File: src/rtl/bcd_pkg.sv
// ---------------------------------------------------------------------------
// bcd_pkg
// Shared constants, FSM state type and digit helpers for the sequential
// BCD-to-binary converter.
//
// Contents:
//   DIGIT_W       width of one packed BCD digit
//   DIGIT_MAX     largest legal decimal digit
//   ADJ_THRESH    shifted digits at or above this value need correction
//   ADJ_SUB       correction subtracted from such a digit
//   state_t       converter FSM states
//   digit_invalid returns 1 when a 4-bit field is not a decimal digit
// ---------------------------------------------------------------------------
package bcd_pkg;

    localparam int DIGIT_W = 4;

    localparam logic [DIGIT_W-1:0] DIGIT_MAX  = 4'd9;
    localparam logic [DIGIT_W-1:0] ADJ_THRESH = 4'd8;
    localparam logic [DIGIT_W-1:0] ADJ_SUB    = 4'd3;

    typedef enum logic [1:0] {
        IDLE = 2'd0,
        CONV = 2'd1,
        DONE = 2'd2
    } state_t;

    function automatic logic digit_invalid(input logic [DIGIT_W-1:0] d);
        return (d > DIGIT_MAX);
    endfunction

endpackage

File: src/rtl/bcd_digit_adj.sv
// ---------------------------------------------------------------------------
// bcd_digit_adj
// Per-digit correction used by reverse double-dabble. After the working
// register has been shifted right by one, a BCD digit whose value is 8 or
// more received a bit that was worth 10 in the digit above, but it is now
// weighted as 8; subtracting 3 restores a correct BCD digit.
//
// Ports:
//   digit  in   4  shifted BCD digit
//   adj    out  4  corrected digit: (digit >= 8) ? digit - 3 : digit
// ---------------------------------------------------------------------------
module bcd_digit_adj
    import bcd_pkg::*;
(
    input  logic [DIGIT_W-1:0] digit,
    output logic [DIGIT_W-1:0] adj
);

    always_comb begin
        adj = digit;
        if (digit >= ADJ_THRESH) begin
            adj = digit - ADJ_SUB;
        end
    end

endmodule

File: src/rtl/bcd_to_bin_seq.sv
// ---------------------------------------------------------------------------
// bcd_to_bin_seq
// Sequential packed-BCD to unsigned binary converter using reverse
// double-dabble, one result bit per clock. A request whose digits are not
// all decimal skips the conversion and reports an error immediately.
//
// Parameters:
//   DIGITS  number of BCD digits in in_bcd (default 3)
//   BIN_W   result width; 2**BIN_W must exceed 10**DIGITS - 1 (default 10)
//
// Ports:
//   clk        in   1          rising-edge clock
//   resetn     in   1          asynchronous active-low reset
//   in_valid   in   1          in_bcd carries a request
//   in_ready   out  1          converter idle, request will be accepted
//   in_bcd     in   4*DIGITS   packed BCD, digit 0 in [3:0] is least significant
//   out_valid  out  1          out_bin / out_err are valid
//   out_ready  in   1          consumer takes the result
//   out_bin    out  BIN_W      converted value (0 on error)
//   out_err    out  1          some input digit was greater than 9
// ---------------------------------------------------------------------------
module bcd_to_bin_seq
    import bcd_pkg::*;
#(
    parameter int DIGITS = 3,
    parameter int BIN_W  = 10
) (
    input  logic                  clk,
    input  logic                  resetn,
    input  logic                  in_valid,
    output logic                  in_ready,
    input  logic [4*DIGITS-1:0]   in_bcd,
    output logic                  out_valid,
    input  logic                  out_ready,
    output logic [BIN_W-1:0]      out_bin,
    output logic                  out_err
);

    localparam int BCD_W = DIGIT_W * DIGITS;
    localparam int CNT_W = $clog2(BIN_W + 1);

    state_t             state_q;
    state_t             state_d;
    logic               in_ready_d;
    logic               out_valid_d;

    logic [BCD_W-1:0]   bcd_q;
    logic [BIN_W-1:0]   bin_q;
    logic [CNT_W-1:0]   cnt_q;

    logic [BCD_W-1:0]   shifted_bcd;
    logic [BIN_W-1:0]   shifted_bin;
    logic [BCD_W-1:0]   adj_bcd;

    logic               any_err;
    logic               accept;
    logic               last_step;

    // Digit check on the incoming word
    always_comb begin
        any_err = 1'b0;
        for (int i = 0; i < DIGITS; i++) begin
            if (digit_invalid(in_bcd[i*DIGIT_W +: DIGIT_W])) begin
                any_err = 1'b1;
            end
        end
    end

    assign accept = (state_q == IDLE) && in_valid && in_ready;

    // cnt_q counts completed steps, so the step in progress is the last one
    // when BIN_W-1 steps are already done.
    assign last_step = (cnt_q == CNT_W'(BIN_W - 1));

    // One right shift of {bcd, bin}: a zero enters the BCD MSB and the BCD
    // LSB moves into the binary MSB.
    assign shifted_bcd = {1'b0, bcd_q[BCD_W-1:1]};
    assign shifted_bin = {bcd_q[0], bin_q[BIN_W-1:1]};

    for (genvar g = 0; g < DIGITS; g++) begin : g_adj
        bcd_digit_adj u_adj (
            .digit (shifted_bcd[g*DIGIT_W +: DIGIT_W]),
            .adj   (adj_bcd[g*DIGIT_W +: DIGIT_W])
        );
    end

    // State register; the handshake flags are registered alongside it
    always_ff @(posedge clk or negedge resetn) begin
        if (!resetn) begin
            state_q   <= IDLE;
            in_ready  <= 1'b1;
            out_valid <= 1'b0;
        end else begin
            state_q   <= state_d;
            in_ready  <= in_ready_d;
            out_valid <= out_valid_d;
        end
    end

    // Next-state logic
    always_comb begin
        state_d = state_q;
        unique case (state_q)
            IDLE: begin
                if (accept) begin
                    state_d = any_err ? DONE : CONV;
                end
            end
            CONV: begin
                if (last_step) begin
                    state_d = DONE;
                end
            end
            DONE: begin
                if (out_valid && out_ready) begin
                    state_d = IDLE;
                end
            end
            default: state_d = IDLE;
        endcase
    end

    // Output decode of the upcoming state, captured by the state register
    always_comb begin
        in_ready_d  = (state_d == IDLE);
        out_valid_d = (state_d == DONE);
    end

    // Working register, step counter and result registers
    always_ff @(posedge clk or negedge resetn) begin
        if (!resetn) begin
            bcd_q   <= '0;
            bin_q   <= '0;
            cnt_q   <= '0;
            out_bin <= '0;
            out_err <= 1'b0;
        end else begin
            if (accept) begin
                if (any_err) begin
                    out_bin <= '0;
                    out_err <= 1'b1;
                end else begin
                    bcd_q <= in_bcd;
                    bin_q <= '0;
                    cnt_q <= '0;
                end
            end else if (state_q == CONV) begin
                bcd_q <= adj_bcd;
                bin_q <= shifted_bin;
                cnt_q <= cnt_q + CNT_W'(1);
                if (last_step) begin
                    out_bin <= shifted_bin;
                    out_err <= 1'b0;
                end
            end
        end
    end

endmodule

File: config.mk
export PLATFORM = sky130hd
export DESIGN_NAME = bcd_to_bin_seq
export DESIGN_NICKNAME = d
export VERILOG_FILES = /design/src/rtl/bcd_pkg.sv /design/src/rtl/bcd_digit_adj.sv /design/src/rtl/bcd_to_bin_seq.sv
export SDC_FILE = /design/constraint.sdc
export NUM_CORES = 1
export LEC_CHECK = 0
export ABC_AREA = 1
export CAP_MARGIN = 10
export CORE_MARGIN = 4
export CORE_UTILIZATION = 45
export CTS_BUF_LIST = sky130_fd_sc_hd__clkbuf_8
export DETAILED_ROUTE_END_ITERATION = 12
export DONT_BUFFER_PORTS = 1
export PLACE_DENSITY = 0.7
export SLEW_MARGIN = 10
export SYNTH_ARGS = -nofsm -noshare
export SYNTH_HDL_FRONTEND = slang
export SYNTH_SLANG_ARGS = --single-unit
export TNS_END_PERCENT = 5
File: constraint.sdc
create_clock -name clk -period 1.15 [get_ports clk]
set_input_delay 0.23 -clock clk [delete_from_list [all_inputs] [get_ports clk]]
set_output_delay 0.23 -clock clk [all_outputs]
set_load 0.02 [all_outputs]
==> impl_metrics.toml <==
[logic_synthesis]
seq_area_frac_synth_pct = 49.2
synth_edf_count = 0
synthDistinctLibCells = 23
ys_warn_count = 0
syn_inst = 251
synth_top_cell_by_area = "dfrtp_1"
yosys.area.top_type_share_pct = 47.9
ys.flop_type = "dfrtp_1"
syn-cell-area_mm2 = 0.00204
synthArstFlopShare_pct = 100
syn_nets = 273
synthTopCellsByArea = "dfrtp_1, nand2_1, nand3_1"
syn_area_per_cell_um2 = 8.11
synth-seq-cells = 40
post-synth-top-count-cell = "nand2_1"
synthTopCellsByCount = "nand2_1, dfrtp_1, nand3_1"

[pwr]
irDropWorstVdd_v = 0.000898
clockPowerShare_pct = 19.8
switching_share_pct = 38.4
p_comb_share_pct = 40.6
p_total_mw = 5.80
pwr-share-seq_pct = 39.5
switchingPower_mw = 2.23
p_int_mw = 3.57
power_leakage_nw = 1.27
power.density_mw_per_mm2 = 2420

[critical_path]
max_stage_delay_ps = 540
crit_type = "reg -> reg"
crit_family = "flip-flops"
slowest_stage = "dfstp_2"
crit_path_max_fanout = 14
cp.buffers_inverters = 1
cp-start-kind = "flop"
crit_arrival_ps = 1520
path_cells = "nand2_2 > nor2_4 > nand4_4 > buf_6 > nand3_1 > nand2_1"
rrSetupSlack_ps = -190
required_ps = 1330
cp-end-kind = "flop"

[clocking]
cts_tree = "done"
cts.htree.levels = 2
clkTransAtPathRegs_ps = 80
clock_tree.buffer_depth = 2
cts.sinks = 40
cts_root_buffer = "clkbuf_8"
worstSkewPairLatency_ps = 290
numCtsBuffers = 5

[run]
drv_cap = 0

[routing]
drtIter0Drc = 76
wire_per_inst_um = 12.6
via_count = 1572
drc_errors = 0
viasPerCell = 4.88
drt.antenna.violating_nets = 0
wl_um = 4060
dr.pass1.iters = 4

[sta]
hold_viol = 40
tightest_slew_ps = 321
clock-skew-final_ps = 5.58
fin_ws_ps = -192
min_period_ps = 1340
period_share_pct = 117
grt_setup_unrepaired = "true"
drv_slew = 0
whs_ps = -378
max_freq_mhz = 745
setup_viol = 40
maxSlewHeadroom_pct = 78.6

[die]
die_h_um = 75.3
die_area_mm2 = 0.00566
start_util_pct = 46.8
io_pins = 29
core_area_mm2 = 0.00435
die_w_um = 75.3
rows = 24

[global_route]
grt_max_degree = 41
grt-ovfl-total = 0
grt_pass1_wl_um = 6940
grt_use_total_pct = 16.1
antenna_found_initial = 0
grt_pass1_vias = 1559

[layout]
antenna_cells = 0
n_fill_cell = 389
areaGrowthSynthToFinish_pct = 17.7
utilization_pct = 55.0
nets = 291
final_area_mm2 = 0.00240
drive_above_1_share_pct = 21.1

[run_status]
violations = "hold timing, setup timing"
status = "finished with violations"

[place]
placed_area_mm2 = 0.00219
gp_congestion = 0.788
hpwl_um = 2830
io_buffers = 0

[min_path]
min_path_type = "in -> async"
## cell usage in the layout (no fill, tap or decap), drive strengths merged
cell,instances
clkbuf,5
ha,6
nand4,1
a21oi,3
nand2,108
nand3,38
clkinv,1
or2,2
dfstp,1
o21ai,13
buf,23
xnor2,3
bufinv,1
inv,16
dfrtp,39
clkinvlp,1
nor2,9
## repair_timing
action / 4_1_cts / 5_1_grt
gates resized for setup: 10 / 11
endpoints found under the setup margin: 41 / 41
pin swaps: 2 / 0
endpoints found under the hold margin: 40 / 40
setup buffers: 2 / 0
## layer usage
metal  up-vias  global-route usage (%)  wire [um]
met5         -                       0          0
met4         0                    3.50         25
met3         4                    4.41        131
met2        24                    27.1       1960
met1       721                    20.7       1940
li1        823                       -          -
## flip-flops by register name, indices dropped and copies added, names as in the netlist
name / flops
state_q: 2
out_bin: 10
bin_q: 9
bcd_q: 12
in_ready: 1
out_err: 1
out_valid: 1
cnt_q: 4
## logic make-up after synthesis
group,synth area share (%)
adders and majority gates,3.69
AOI/OAI and AO/OA,4.49
DFF,49.2
and+or+nand+nor,33.6
xor gates and xnor gates,1.29
buffers and inverters,7.74
## power by group through the flow
| stage | sequential [mW] | clock (mW) | combinational (mW) |
|---|---|---|---|
| 4_1_cts | 2.29 | 1.18 | 2.28 |
| 2_1_floorplan | 2.29 | 0 | 1.57 |
| 6_report | 2.29 | 1.15 | 2.36 |
| 3_5_place_dp | 2.31 | 0 | 2.16 |
| 5_1_grt | 2.36 | 1.24 | 2.71 |
| 3_3_place_gp | 2.30 | 0 | 2.11 |
## worst paths after layout
path,startpoint,to,cells after the start
max,in_ready,bin_q[7],6
min,resetn,out_bin[5],0
max reg2reg,in_ready,bin_q[7],6
min reg2reg,bin_q[1],out_bin[0],2
max in group asynchronous,resetn,in_ready,0
min in group clk,in_bcd[11],bcd_q[11],2
## final cells by class
type | count | area, um^2 | share of cell area (%)
Clock buffer | 5 | 68.8 | 2.87
Clock inverter | 3 | 46.3 | 1.93
Inverter | 16 | 72.6 | 3.03
Multi-Input combinational cell | 183 | 932 | 38.9
Sequential cell | 40 | 1000 | 41.8
Tap cell | 52 | 65.1 | 2.72
Timing Repair Buffer | 23 | 209 | 8.72
## per-stage QoR
step | setup WS, ps | hold slack, ps | setup TNS, ps | cells
floorplan | -159 | -65.6 | -4980 | 251
global placement | -182 | -64.8 | -5590 | 312
detailed placement | -214 | -64.9 | -6500 | 312
CTS | -211 | -383 | -5730 | 322
global route | -264 | -397 | -8800 | 322
finish | -192 | -378 | -5260 | 322
## worst reg2reg max path, stage by stage (launching register included)
cell     delay [ps]
dfstp_2         540
nand2_2          60
nor2_4          140
nand4_4         160
buf_6           200
nand3_1          70
nand2_1          60
No activity file was read; power rests on OpenSTA's default activity.
